==> src/rtl/pixel_addr_gen.sv <==
// Purpose: drop off-screen pixels, map (x,y) to a linear framebuffer word address, queue {addr,color}.
// Latency: in_valid at cycle N -> out_valid at N+2 when the queue is empty; off-screen pixels are never emitted.
// Backpressure: out_valid/out_ready pop; in_ready reserves room for the converter's in-flight pixel; a push into a full queue with no pop is lost (overflow).
module pixel_addr_gen #(
  parameter int              SCREEN_W   = 640,
  parameter int              SCREEN_H   = 480,
  parameter longint unsigned FB_BASE    = 0,
  parameter int              ADDR_W     = 32,
  parameter int              COLOR_W    = 32,
  parameter int              FIFO_DEPTH = 8
) (
  input  logic               clock,
  input  logic               reset_n,
  input  logic               in_valid,
  input  logic [31:0]        x_int,
  input  logic [31:0]        y_int,
  input  logic [COLOR_W-1:0] color,
  output logic               in_ready,
  output logic               out_valid,
  input  logic               out_ready,
  output logic [ADDR_W-1:0]  out_addr,
  output logic [COLOR_W-1:0] out_color,
  output logic [15:0]        drop_cnt,
  output logic               overflow
);

  localparam int PW = $clog2(FIFO_DEPTH);

  // Stage S1 registers
  logic               r_s1_vld;
  logic               r_s1_on;
  logic [ADDR_W-1:0]  r_s1_row;
  logic [ADDR_W-1:0]  r_s1_x;
  logic [COLOR_W-1:0] r_s1_color;

  // Output queue state
  logic [ADDR_W-1:0]  r_mem_addr  [FIFO_DEPTH];
  logic [COLOR_W-1:0] r_mem_color [FIFO_DEPTH];
  logic [PW-1:0]      r_wr_ptr;
  logic [PW-1:0]      r_rd_ptr;
  logic [PW:0]        r_count;
  logic [15:0]        r_drop_cnt;
  logic               r_overflow;

  // Combinational helpers
  logic signed [31:0] w_x_s;
  logic signed [31:0] w_y_s;
  logic               w_onscreen;
  logic [ADDR_W-1:0]  w_row;
  logic [ADDR_W-1:0]  w_x_a;
  logic [ADDR_W-1:0]  w_addr;
  logic               w_push_req;
  logic               w_full;
  logic               w_pop;
  logic               w_push;
  logic [PW+1:0]      w_occ;

  assign w_x_s = $signed(x_int);
  assign w_y_s = $signed(y_int);

  // Signed bounds test: negative coordinates must reject, not wrap to large unsigned values.
  assign w_onscreen = (w_x_s >= 0) && (w_x_s < SCREEN_W) &&
                      (w_y_s >= 0) && (w_y_s < SCREEN_H);

  // Multiply at ADDR_W width: the result is y*SCREEN_W modulo 2^ADDR_W.
  assign w_row = ADDR_W'(w_y_s) * ADDR_W'(SCREEN_W);
  assign w_x_a = ADDR_W'(w_x_s);

  assign w_addr     = ADDR_W'(FB_BASE) + r_s1_row + r_s1_x;
  assign w_push_req = r_s1_vld && r_s1_on;
  assign w_full     = (r_count == (PW+1)'(FIFO_DEPTH));
  assign out_valid  = (r_count != '0);
  assign w_pop      = out_valid && out_ready;
  // A pop in the same cycle frees the head slot, so a full queue still accepts the push.
  assign w_push     = w_push_req && (!w_full || w_pop);

  // Counts the queued entries plus the pixel in S1 and the one the converter is emitting now.
  assign w_occ    = (PW+2)'(r_count) + (PW+2)'(r_s1_vld) + (PW+2)'(in_valid);
  assign in_ready = (w_occ <= (PW+2)'(FIFO_DEPTH - 2));

  assign out_addr  = out_valid ? r_mem_addr[r_rd_ptr]  : '0;
  assign out_color = out_valid ? r_mem_color[r_rd_ptr] : '0;
  assign drop_cnt  = r_drop_cnt;
  assign overflow  = r_overflow;

  // S1 capture: bounds check and row product registered alongside the pixel.
  always_ff @(posedge clock or negedge reset_n) begin
    if (!reset_n) begin
      r_s1_vld   <= 1'b0;
      r_s1_on    <= 1'b0;
      r_s1_row   <= '0;
      r_s1_x     <= '0;
      r_s1_color <= '0;
    end else begin
      r_s1_vld <= in_valid;
      if (in_valid) begin
        r_s1_on    <= w_onscreen;
        r_s1_row   <= w_row;
        r_s1_x     <= w_x_a;
        r_s1_color <= color;
      end
    end
  end

  // Queue storage: no reset needed, outputs are masked while empty.
  always_ff @(posedge clock) begin
    if (w_push) begin
      r_mem_addr[r_wr_ptr]  <= w_addr;
      r_mem_color[r_wr_ptr] <= r_s1_color;
    end
  end

  // Queue pointers and occupancy; pointers wrap naturally at the power-of-two depth.
  always_ff @(posedge clock or negedge reset_n) begin
    if (!reset_n) begin
      r_wr_ptr <= '0;
      r_rd_ptr <= '0;
      r_count  <= '0;
    end else begin
      if (w_push) r_wr_ptr <= r_wr_ptr + 1'b1;
      if (w_pop)  r_rd_ptr <= r_rd_ptr + 1'b1;
      if (w_push && !w_pop)      r_count <= r_count + 1'b1;
      else if (!w_push && w_pop) r_count <= r_count - 1'b1;
    end
  end

  // Status: saturating off-screen count and sticky lost-pixel flag.
  always_ff @(posedge clock or negedge reset_n) begin
    if (!reset_n) begin
      r_drop_cnt <= '0;
      r_overflow <= 1'b0;
    end else begin
      if (r_s1_vld && !r_s1_on && (r_drop_cnt != 16'hFFFF))
        r_drop_cnt <= r_drop_cnt + 16'd1;
      if (w_push_req && w_full && !w_pop)
        r_overflow <= 1'b1;
    end
  end

endmodule

==> config.mk <==
export PLATFORM = sky130hd
export DESIGN_NAME = pixel_addr_gen
export DESIGN_NICKNAME = d
export VERILOG_FILES = /design/src/rtl/pixel_addr_gen.sv
export SDC_FILE = /design/constraint.sdc
export NUM_CORES = 1
export LEC_CHECK = 0
export ABC_AREA = 1
export BUFFER_PORTS_ARGS = -buffer_cell sky130_fd_sc_hd__buf_2
export CORE_AREA = 2 2 167 292
export CTS_CLUSTER_SIZE = 14
export DETAILED_ROUTE_END_ITERATION = 6
export DIE_AREA = 0 0 169 294
export PLACE_DENSITY_LB_ADDON = 0.15
export SKIP_LAST_GASP = 1
export SYNTH_ARGS = -nofsm -noshare
export SYNTH_HDL_FRONTEND = slang
export SYNTH_SLANG_ARGS = --single-unit
==> constraint.sdc <==
create_clock -name clock -period 5.7 [get_ports clock]
set_input_delay 0.285 -clock clock [delete_from_list [all_inputs] [get_ports clock]]
set_output_delay 0.285 -clock clock [all_outputs]
set_load 0.01 [all_outputs]
**Yosys cells after proc, flatten, opt, wreduce, memory -nomap -nowiden**

Memory sizes are Yosys's and may differ from the RTL's.
Index checks and enable logic that the tools add are counted.

- Add/subtract/negate cells: 8
- Multiply operators: 1
- $lt $le $gt $ge: 5
- Equality and inequality tests: 2
- Multiplexer cells: 6
- Reductions and logical operators: 19

Operator list:

| operator | count |
|---|---|
| 32-bit by 1-bit greater-or-equal comparator with 1-bit output (second input constant) | 2 |
| 32-bit 2-to-1 mux | 2 |
| 32-bit adder | 1 |
| 32-bit by 10-bit less-than comparator with 1-bit output (second input constant) | 1 |
| 32-bit by 11-bit less-than comparator with 1-bit output (second input constant) | 1 |
| 32-bit by 4-bit multiplier with 25-bit output (second input constant) | 1 |
| 16-bit by 1-bit adder with 16-bit output (second input constant) | 1 |
| 16-bit inequality test (second input constant) | 1 |
| 1-bit logical AND | 12 |
| 4-bit 2-to-1 mux | 2 |
| 3-bit by 1-bit adder with 3-bit output (second input constant) | 2 |
| 4-bit by 1-bit adder with 5-bit output | 1 |
| 5-bit by 1-bit adder with 5-bit output | 1 |
| 5-bit by 3-bit <= comparator with 1-bit output (second input constant) | 1 |
| 4-bit by 1-bit adder with 4-bit output (second input constant) | 1 |
| 4-bit equality test (second input constant) | 1 |
| 1-bit logical NOT | 4 |
| 4-bit nonzero test | 1 |
| 4-bit by 1-bit subtractor with 4-bit output (second input constant) | 1 |
| 1-bit 2-to-1 mux | 2 |
| 2-bit nonzero test | 1 |
| 1-bit logical OR | 1 |

- Flip-flop bits (word level): 118
- Memory bits (writable): 512
- Logic and storage cells: 53
- Memories kept: 2

Memory list:

| memory | words | width | read ports | clocked after Yosys merged registers in | write ports | line | text |
|---|---|---|---|---|---|---|---|
| r_mem_addr | 8 | 32 | 1 | 0 | 1 | 37 | `logic [ADDR_W-1:0] r_mem_addr [FIFO_DEPTH];` |
| r_mem_color | 8 | 32 | 1 | 0 | 1 | 38 | `logic [COLOR_W-1:0] r_mem_color [FIFO_DEPTH];` |

**Longest topological paths before layout**

Gate-level depths: netlist (run 1).

- Depth in word-level cells: 8
- Mapped depth: 14

**Worst setup path after synthesis (run 1)**

Ideal clock, no wire load.

- Kind: flip-flop to flip-flop
- Start point: reg r_count[1]
- End point: mem r_mem_addr[0][0] (enable)
- Setup time: 0.486 ns
- Data arrival time: 3.682 ns
- Required time: 5.214 ns
- Slack: 1.532 ns
- Cell stages (with the launch flop): 6
- Path buffers: 0
- Clock period less this slack: 4.168 ns
- Cells stage by stage: dfrtp_1 > nor2_1 > nand4_1 > nand2_1 > or2_2 > nor2_1

- Word-level cells in the longest chain between the ends: 6

RTL lines:

| element | line | text |
|---|---|---|
| start: declaration | 41 | `logic [PW:0] r_count;` |
| start signal: assignment | 122 | `if (w_push && !w_pop) r_count <= r_count + 1'b1;` |
| start signal: assignment | 123 | `else if (!w_push && w_pop) r_count <= r_count - 1'b1;` |
| 4-bit equality test / 4-bit nonzero test (equally long branches) | 71, 72 |  |
| 1-bit logical NOT / 1-bit logical AND (equally long branches) | 75, 73 |  |
| 1-bit logical OR * | 75 | `assign w_push = w_push_req && (!w_full \|\| w_pop);` |
| 1-bit logical AND * | 75 |  |
| 1-bit 2-to-1 mux * | 107 | `if (w_push) begin` |
| 1-bit 2-to-1 mux (not written as such) * | 108 | `r_mem_addr[r_wr_ptr] <= w_addr;` |
| end: declaration | 37 |  |

Every way passes the cells marked *; elsewhere a longest branch is shown, timed or not.

**Final worst setup path (run 1)**

- Start point: reg r_rd_ptr[0]
- End point: out out_color[26]

- Word-level cells in the longest chain between the ends: 2

RTL lines:

| element | line | text |
|---|---|---|
| start: declaration | 40 | `logic [PW-1:0] r_rd_ptr;` |
| start signal: assignment | 121 | `if (w_pop) r_rd_ptr <= r_rd_ptr + 1'b1;` |
| memory 8 x 32 bit | n/a |  |
| 32-bit 2-to-1 mux | 82 | `assign out_color = out_valid ? r_mem_color[r_rd_ptr] : '0;` |
| end: declaration | 22 | `output logic [COLOR_W-1:0] out_color,` |

Every way passes these cells.

==> results of run 1 <==
cells in the final DEF (no fill, tap or decap), types with 20 or more instances in the layout:
master,netlist,final
sky130_fd_sc_hd__edfxtp_1,512,512
sky130_fd_sc_hd__nor2_1,585,577
sky130_fd_sc_hd__xor2_1,24,24
sky130_fd_sc_hd__o32ai_1,128,128
sky130_fd_sc_hd__o21ai_1,35,35
sky130_fd_sc_hd__buf_4,6,27
sky130_fd_sc_hd__a21oi_1,45,45
sky130_fd_sc_hd__dfrtp_1,118,115
sky130_fd_sc_hd__o21ai_0,195,195
sky130_fd_sc_hd__clkbuf_1,70,20
sky130_fd_sc_hd__clkbuf_16,0,57
sky130_fd_sc_hd__inv_1,127,125
sky130_fd_sc_hd__buf_2,31,180
sky130_fd_sc_hd__nand3_1,63,63
sky130_fd_sc_hd__nand4_1,26,26
sky130_fd_sc_hd__nand2_1,503,503
sky130_fd_sc_hd__ha_1,74,74
sky130_fd_sc_hd__dlygate4sd3_1,0,67
flip-flops by register name, summed over array words and instances, names as in the netlist:
signal and count:
r_s1_on 1, r_count 4, r_wr_ptr 3, r_rd_ptr 3, r_s1_x 32, r_mem_addr 256
r_s1_row 25, r_s1_vld 1, r_mem_color 256, r_s1_color 32, overflow 1, drop_cnt 16
per-stage QoR:
step                      utilization  cells  area (µm²)
final                           0.670   3475       31800
after global placement          0.621   3309       29500
after global routing            0.670   3475       31800
after CTS                       0.670   3475       31800
after detailed placement        0.621   3309       29500
after floorplan                     -   2633       28200
synthesized netlist by cell type:
library cell               number
sky130_fd_sc_hd__nand2_1      503
sky130_fd_sc_hd__xor2_1        24
sky130_fd_sc_hd__buf_4          6
sky130_fd_sc_hd__inv_2          2
sky130_fd_sc_hd__buf_1          6
sky130_fd_sc_hd__xnor2_1       17
sky130_fd_sc_hd__ha_1          74
sky130_fd_sc_hd__inv_1        127
sky130_fd_sc_hd__o21ai_2        1
sky130_fd_sc_hd__buf_6         12
sky130_fd_sc_hd__fa_1           4
sky130_fd_sc_hd__o21bai_1       3
sky130_fd_sc_hd__clkbuf_1      70
sky130_fd_sc_hd__buf_8          1
sky130_fd_sc_hd__o32ai_1      128
sky130_fd_sc_hd__a21o_1         1
sky130_fd_sc_hd__nor2_1       585
sky130_fd_sc_hd__nand3b_1       8
sky130_fd_sc_hd__nor3_1        17
sky130_fd_sc_hd__edfxtp_1     512
sky130_fd_sc_hd__buf_2         31
sky130_fd_sc_hd__nand4_1       26
sky130_fd_sc_hd__a21oi_1       45
sky130_fd_sc_hd__nand3_1       63
sky130_fd_sc_hd__and2_1         4
sky130_fd_sc_hd__a31oi_1        1
sky130_fd_sc_hd__nor4_1        10
sky130_fd_sc_hd__o21ai_1       35
sky130_fd_sc_hd__dfrtp_1      118
sky130_fd_sc_hd__a21boi_0       1
sky130_fd_sc_hd__or2_2          3
sky130_fd_sc_hd__o21ai_0      195
metal layers:
metal | track usage | vias up | wire length [µm]
li1 | - | 9576 | -
met1 | 0.330 | 9933 | 26100
met2 | 0.519 | 784 | 37200
met3 | 0.0311 | 165 | 4300
met4 | 0.113 | 0 | 2670
met5 | 0 | - | 0
final timing paths:
check | start | end | cells past startpoint
setup / recovery | r_rd_ptr[0] | out_color[26] | 7
hold / removal | y_int[2] | r_s1_row[9] | 4
min in group asynchronous | reset_n | r_s1_row[30] | 2
max in group asynchronous | reset_n | r_rd_ptr[0] | 3
hold reg to reg | r_s1_x[26] | r_s1_x[26] | 2
setup reg to reg | r_count[1] | r_mem_color[2][9] | 6
tightest hold or removal path, delay by kind of cell:
kind	cells	cell delay (ps)
buffers and inverters	1	100
adder cells (fa/ha/maj)	1	120
AND/OR/NAND/NOR	2	100
power by group:
group	switching (mW)	internal, mW
Sequential	0.298	5.35
Clock	1.59	1.92
Combinational	3.16	1.56
Total	5.05	8.83
logic make-up after synthesis:
group,Yosys count,synth area share
and+or+nand+nor,1219,0.171
DFF,630,0.650
AOI/OAI and AO/OA,410,0.0905
buffers and inverters,255,0.0397
adders and majority gates,78,0.0357
xor gates and xnor gates,41,0.0127
layout make-up:
type | instances | area, µm² | area share
Clock buffer | 80 | 1540 | 0.0485
Clock inverter | 19 | 131 | 0.00413
Inverter | 129 | 493 | 0.0155
Multi-Input combinational cell | 1748 | 8790 | 0.276
Sequential cell | 630 | 18300 | 0.576
Tap cell | 594 | 743 | 0.0233
Timing Repair Buffer | 275 | 1790 | 0.0564
repair_timing:
action                    CTS  global route
hold endpoints to repair   86             0
gates resized for setup     0             0
hold buffers               67             0
==> impl_metrics.csv, run 1 <==
group,metric,value,unit
run_status,run_status,"complete, no violations",
sta,setup-tns-final,0,ps
floorplanning,die_height,294,µm
placement,place_ws,2170,ps
cts,tritoncts.num_buffers,55,
cts,clk-insertion-delay-late,600,ps
setup_path,worst_setup_end_kind,"primary output",
setup_path,worst_path_max_delay_cell,"sky130_fd_sc_hd__inv_6",
sta,fmax,0.236,GHz
global_routing,first_global_vias,20100,
sta,fin_worst_skew,25.3,ps
synthesis,synth_top_area_cell,"sky130_fd_sc_hd__edfxtp_1",
floorplanning,std_cell_rows,106,
synthesis,post_synth_instance_area,28200,µm²
synthesis,postSynthCellCount,2633,
layout,drive_gt1_frac,0.104,
placement,port_buffers,182,
synthesis,synth.avg_cell_area,10.7,µm²
synthesis,synth_sequential_area_ratio,0.650,
setup_path,path_buf_inv,3,
synthesis,ys_warn_count,0,
global_routing,grt_overflow_total,0,
pwr,pwr_density_cell,436,nW/µm²
detailed_routing,antenna_nets_post_route,0,
global_routing,grtUsageTotal,0.280,
pwr,power.static_leakage,12.5,nW
cts,tritoncts,"yes",
sta,hold_ws,35.1,ps
sta,setup_viol,0,
pwr,ir_worst_vdd,0.000290,V
synthesis,synth_cell_types,32,
detailed_routing,detail_route.iter0.violations,1954,
cts,clock_tree.htree_level_count,2,
sta,timing.max_slew.rel_slack,0.288,
detailed_routing,totalWireLength,70200,µm
placement,globalplace.congestion,1.01,
sta,period_needed,4250,ps
sta,slew_viol_final,0,
global_routing,first_pass_grt_wire_length,107000,µm
cts,clk_pin_slew_worst_paths,60,ps
setup_path,path_delay_family,"buffers and inverters",
cts,cts_setup_buffers,0,
setup_path,worst-endpoint-arrival,3960,ps
sta,layout_setup_ws,1450,ps
sta,hold_violations,0,
detailed_routing,viasPerCell,5.89,
sta,rsz0062_at_grt,"false",
detailed_routing,drt-wirelength-per-cell,20.2,µm
setup_path,timing.critical_path.fanout_max,138,
detailed_routing,detailedRoute.firstPassIterationCount,5,
layout,fillCellCount,3625,
floorplanning,initial_utilization,0.593,
setup_path,worst_path_largest_cell_delay,910,ps
floorplanning,floorplan.die_area,49700,µm²
synthesis,ys_ff_latch,630,
cts,clk_root_buffer_cell,"sky130_fd_sc_hd__clkbuf_16",
setup_path,worst-endpoint-required,5410,ps
setup_path,cp_cell_sequence,"inv_6, buf_12, nor2_1, o32ai_1, o21ai_1, nor2_1, buf_2",
layout,insertedDiodeCount,0,
setup_path,start_kind,"register",
global_routing,antenna_violations_before_repair,0,
layout,synthToLayoutAreaGrowth,13.0,%
pwr,power.total,13.9,mW
sta,slew_at_the_pin_with_the_worst_max_slew_slack,1070,ps
synthesis,synth_area_leaders,"sky130_fd_sc_hd__edfxtp_1, sky130_fd_sc_hd__dfrtp_1, sky130_fd_sc_hd__nor2_1",
detailed_routing,route.detailed.drc,0,
setup_path,r2r_slack,2610,ps
setup_path,crit_path_class,"reg -> out",
floorplanning,top_level_ports,183,
floorplanning,core_area,47500,µm²
placement,hpwlAfterDp,41400,µm
flow_run,maxCapViolCount,0,
detailed_routing,route.vias.total,20500,
global_routing,grt_max_degree,139,
floorplanning,width_of_the_chip,169,µm
worst_hold_path,hold_path.class,"in -> reg",
cts,ctsLongestPathBuffers,3,
setup_path,worst_path_most_repeated_cell,"sky130_fd_sc_hd__nor2_1",
synthesis,synthDominantCellAreaShare,0.546,
layout,final_net_count,3017,
cts,clkSinkCount,630,
sta,period_share,0.745,
synthesis,mappedNetlistNets,2811,
Power figures use the tool's default switching activity.
==> inputs of run 2 (changes only) <==
Settings changed: CORE_AREA 2 2 167 292 to 2 2 175 305, DIE_AREA 0 0 169 294 to 0 0 177 307.
Clock period 5.7 ns to 3.65 ns, I/O delays scaled along.
==> impl_metrics.csv, run 2 (synthesized netlist as in run 1, its figures left out) <==
group,metric,value,unit
layout,layout.cell_area.non_filler,32200,µm²
setup_path,cp_cell_sequence,"inv_6, buf_12, nor2_1, o32ai_1, o21ai_0, nor2_1, buf_2",
detailed_routing,detailedRoute.firstPassIterationCount,7,
detailed_routing,route.vias.total,20500,
sta,slew_at_the_pin_with_the_worst_max_slew_slack,1020,ps
worst_hold_path,hold_path.class,"in -> reg",
floorplanning,die_height,307,µm
detailed_routing,route.detailed.drc,0,
run_status,run_status,"complete, no violations",
cts,tritoncts,"yes",
sta,rsz0062_at_grt,"false",
sta,setup_viol,0,
sta,fmax,0.311,GHz
global_routing,first_pass_grt_wire_length,112000,µm
layout,final_net_count,3025,
global_routing,grt_overflow_total,0,
placement,globalplace.congestion,0.991,
layout,synthToLayoutAreaGrowth,14.4,%
detailed_routing,detail_route.iter0.violations,1724,
global_routing,antenna_violations_before_repair,0,
setup_path,crit_path_class,"reg -> out",
setup_path,worst_path_most_repeated_cell,"sky130_fd_sc_hd__nor2_1",
cts,number_of_gates_given_a_new_drive_strength_after_cts,0,
pwr,ir_worst_vdd,0.000688,V
setup_path,worst-endpoint-required,3470,ps
pwr,power.static_leakage,12.6,nW
setup_path,start_kind,"register",
cts,clk-insertion-delay-late,600,ps
floorplanning,top_level_ports,183,
setup_path,worst-endpoint-arrival,3030,ps
placement,port_buffers,182,
detailed_routing,drt-wirelength-per-cell,20.3,µm
placement,hpwlAfterDp,44600,µm
sta,period_needed,3220,ps
floorplanning,initial_utilization,0.541,
cts,clock_tree.htree_level_count,2,
detailed_routing,totalWireLength,72400,µm
setup_path,worst_path_largest_cell_delay,640,ps
cts,clk_pin_slew_worst_paths,70,ps
sta,period_share,0.881,
sta,hold_violations,0,
flow_run,maxCapViolCount,0,
global_routing,first_global_vias,20700,
pwr,power.total,21.9,mW
floorplanning,std_cell_rows,111,
layout,insertedDiodeCount,0,
cts,clkSinkCount,630,
layout,most-common-layout-cells,"sky130_fd_sc_hd__nor2_1, sky130_fd_sc_hd__edfxtp_1, sky130_fd_sc_hd__nand2_1",
pwr,pwr_density_cell,680,nW/µm²
setup_path,r2r_slack,910,ps
setup_path,timing.critical_path.fanout_max,62,
detailed_routing,viasPerCell,5.74,
cts,ctsLongestPathBuffers,3,
setup_path,worst_path_max_delay_cell,"sky130_fd_sc_hd__o32ai_1",
detailed_routing,antenna_nets_post_route,0,
cts,clk_root_buffer_cell,"sky130_fd_sc_hd__clkbuf_16",
cts,tritoncts.num_buffers,56,
floorplanning,width_of_the_chip,177,µm
sta,setup-tns-final,0,ps
floorplanning,core_area,52100,µm²
global_routing,grtUsageTotal,0.267,
global_routing,grt_max_degree,167,
sta,fin_worst_skew,13.3,ps
sta,slew_viol_final,0,
layout,commonest_non_fill_non_tap_cell_in_the_layout,"sky130_fd_sc_hd__nor2_1",
floorplanning,floorplan.die_area,54300,µm²
setup_path,worst_setup_end_kind,"primary output",
layout,reg.largest.list,"r_mem_addr (256), r_mem_color (256)",
sta,timing.max_slew.rel_slack,0.316,
placement,area_after_detailed_placement,29800,µm²
layout,drive_gt1_frac,0.105,
[run 2: cell types whose count changed in the layout (fill, tap and decap cells not counted), moves of 4 or more]
cell,before,now
sky130_fd_sc_hd__clkinvlp_2,4,0
sky130_fd_sc_hd__clkinv_1,5,9
sky130_fd_sc_hd__dlygate4sd3_1,67,72
sky130_fd_sc_hd__buf_4,27,15
sky130_fd_sc_hd__buf_12,1,15
[run 2: area by class of cell]
| cell class | instances | area, µm² |
|---|---|---|
| clock buffers | 82 | 1570 |
| clock inverters | 23 | 149 |
| fillers | 4280 | 19900 |
| inverters | 129 | 492 |
| multi-input cells | 1748 | 8790 |
| flip-flops and latches | 630 | 18300 |
| well taps | 678 | 848 |
| repair buffers | 282 | 2030 |
[run 2: layer usage]
layer  share of wire  GRT usage  routed length, µm  up-vias
met5               0          0                  0        -
met4           0.050      0.137               3620        0
met3           0.051     0.0266               3670      175
met2            0.52      0.479              37700      704
met1            0.38      0.315              27500    10000
li1                -          -                  -     9594
[run 2: critical path: cells and delay by family (launching register included)]
| family | cells | cell delay (ps) |
|---|---|---|
| buffers and inverters | 3 | 870 |
| AOI/OAI and AO/OA | 2 | 790 |
| DFF | 1 | 530 |
| and+or+nand+nor | 2 | 190 |
[run 2: worst paths after layout]
check | startpoint | end | cells after the start
setup / recovery | r_rd_ptr[0] | out_addr[15] | 7
hold / removal | y_int[31] | r_s1_on | 6
setup reg to reg | r_s1_row[7] | r_mem_addr[6][17] | 9
hold reg to reg | r_s1_x[21] | r_s1_x[21] | 2
max in group asynchronous | reset_n | r_rd_ptr[2] | 3
min in group asynchronous | reset_n | r_s1_row[31] | 2
[run 2: power breakdown]
group,internal [mW],switching [mW]
logic,2.50,5.20
registers,8.36,0.292
clock network,3.06,2.50
total,13.9,7.99
[run 2: through the flow]
stage / util / cells / setup slack, ps / hold slack, ps
after detailed placement: 0.572 / 3395 / 983 / 219
final: 0.619 / 3572 / 433 / 25.1
after global placement: 0.572 / 3395 / 1050 / 221
after CTS: 0.619 / 3572 / 397 / 25.3
after global routing: 0.619 / 3572 / 251 / 49.1
after floorplan: - / 2633 / -518 / -113
[run 2: repair_timing]
item	CTS	global route
endpoints found under the hold margin	101	0
hold buffers	72	0
setup endpoints to repair	0	0
buffers inserted	0	0
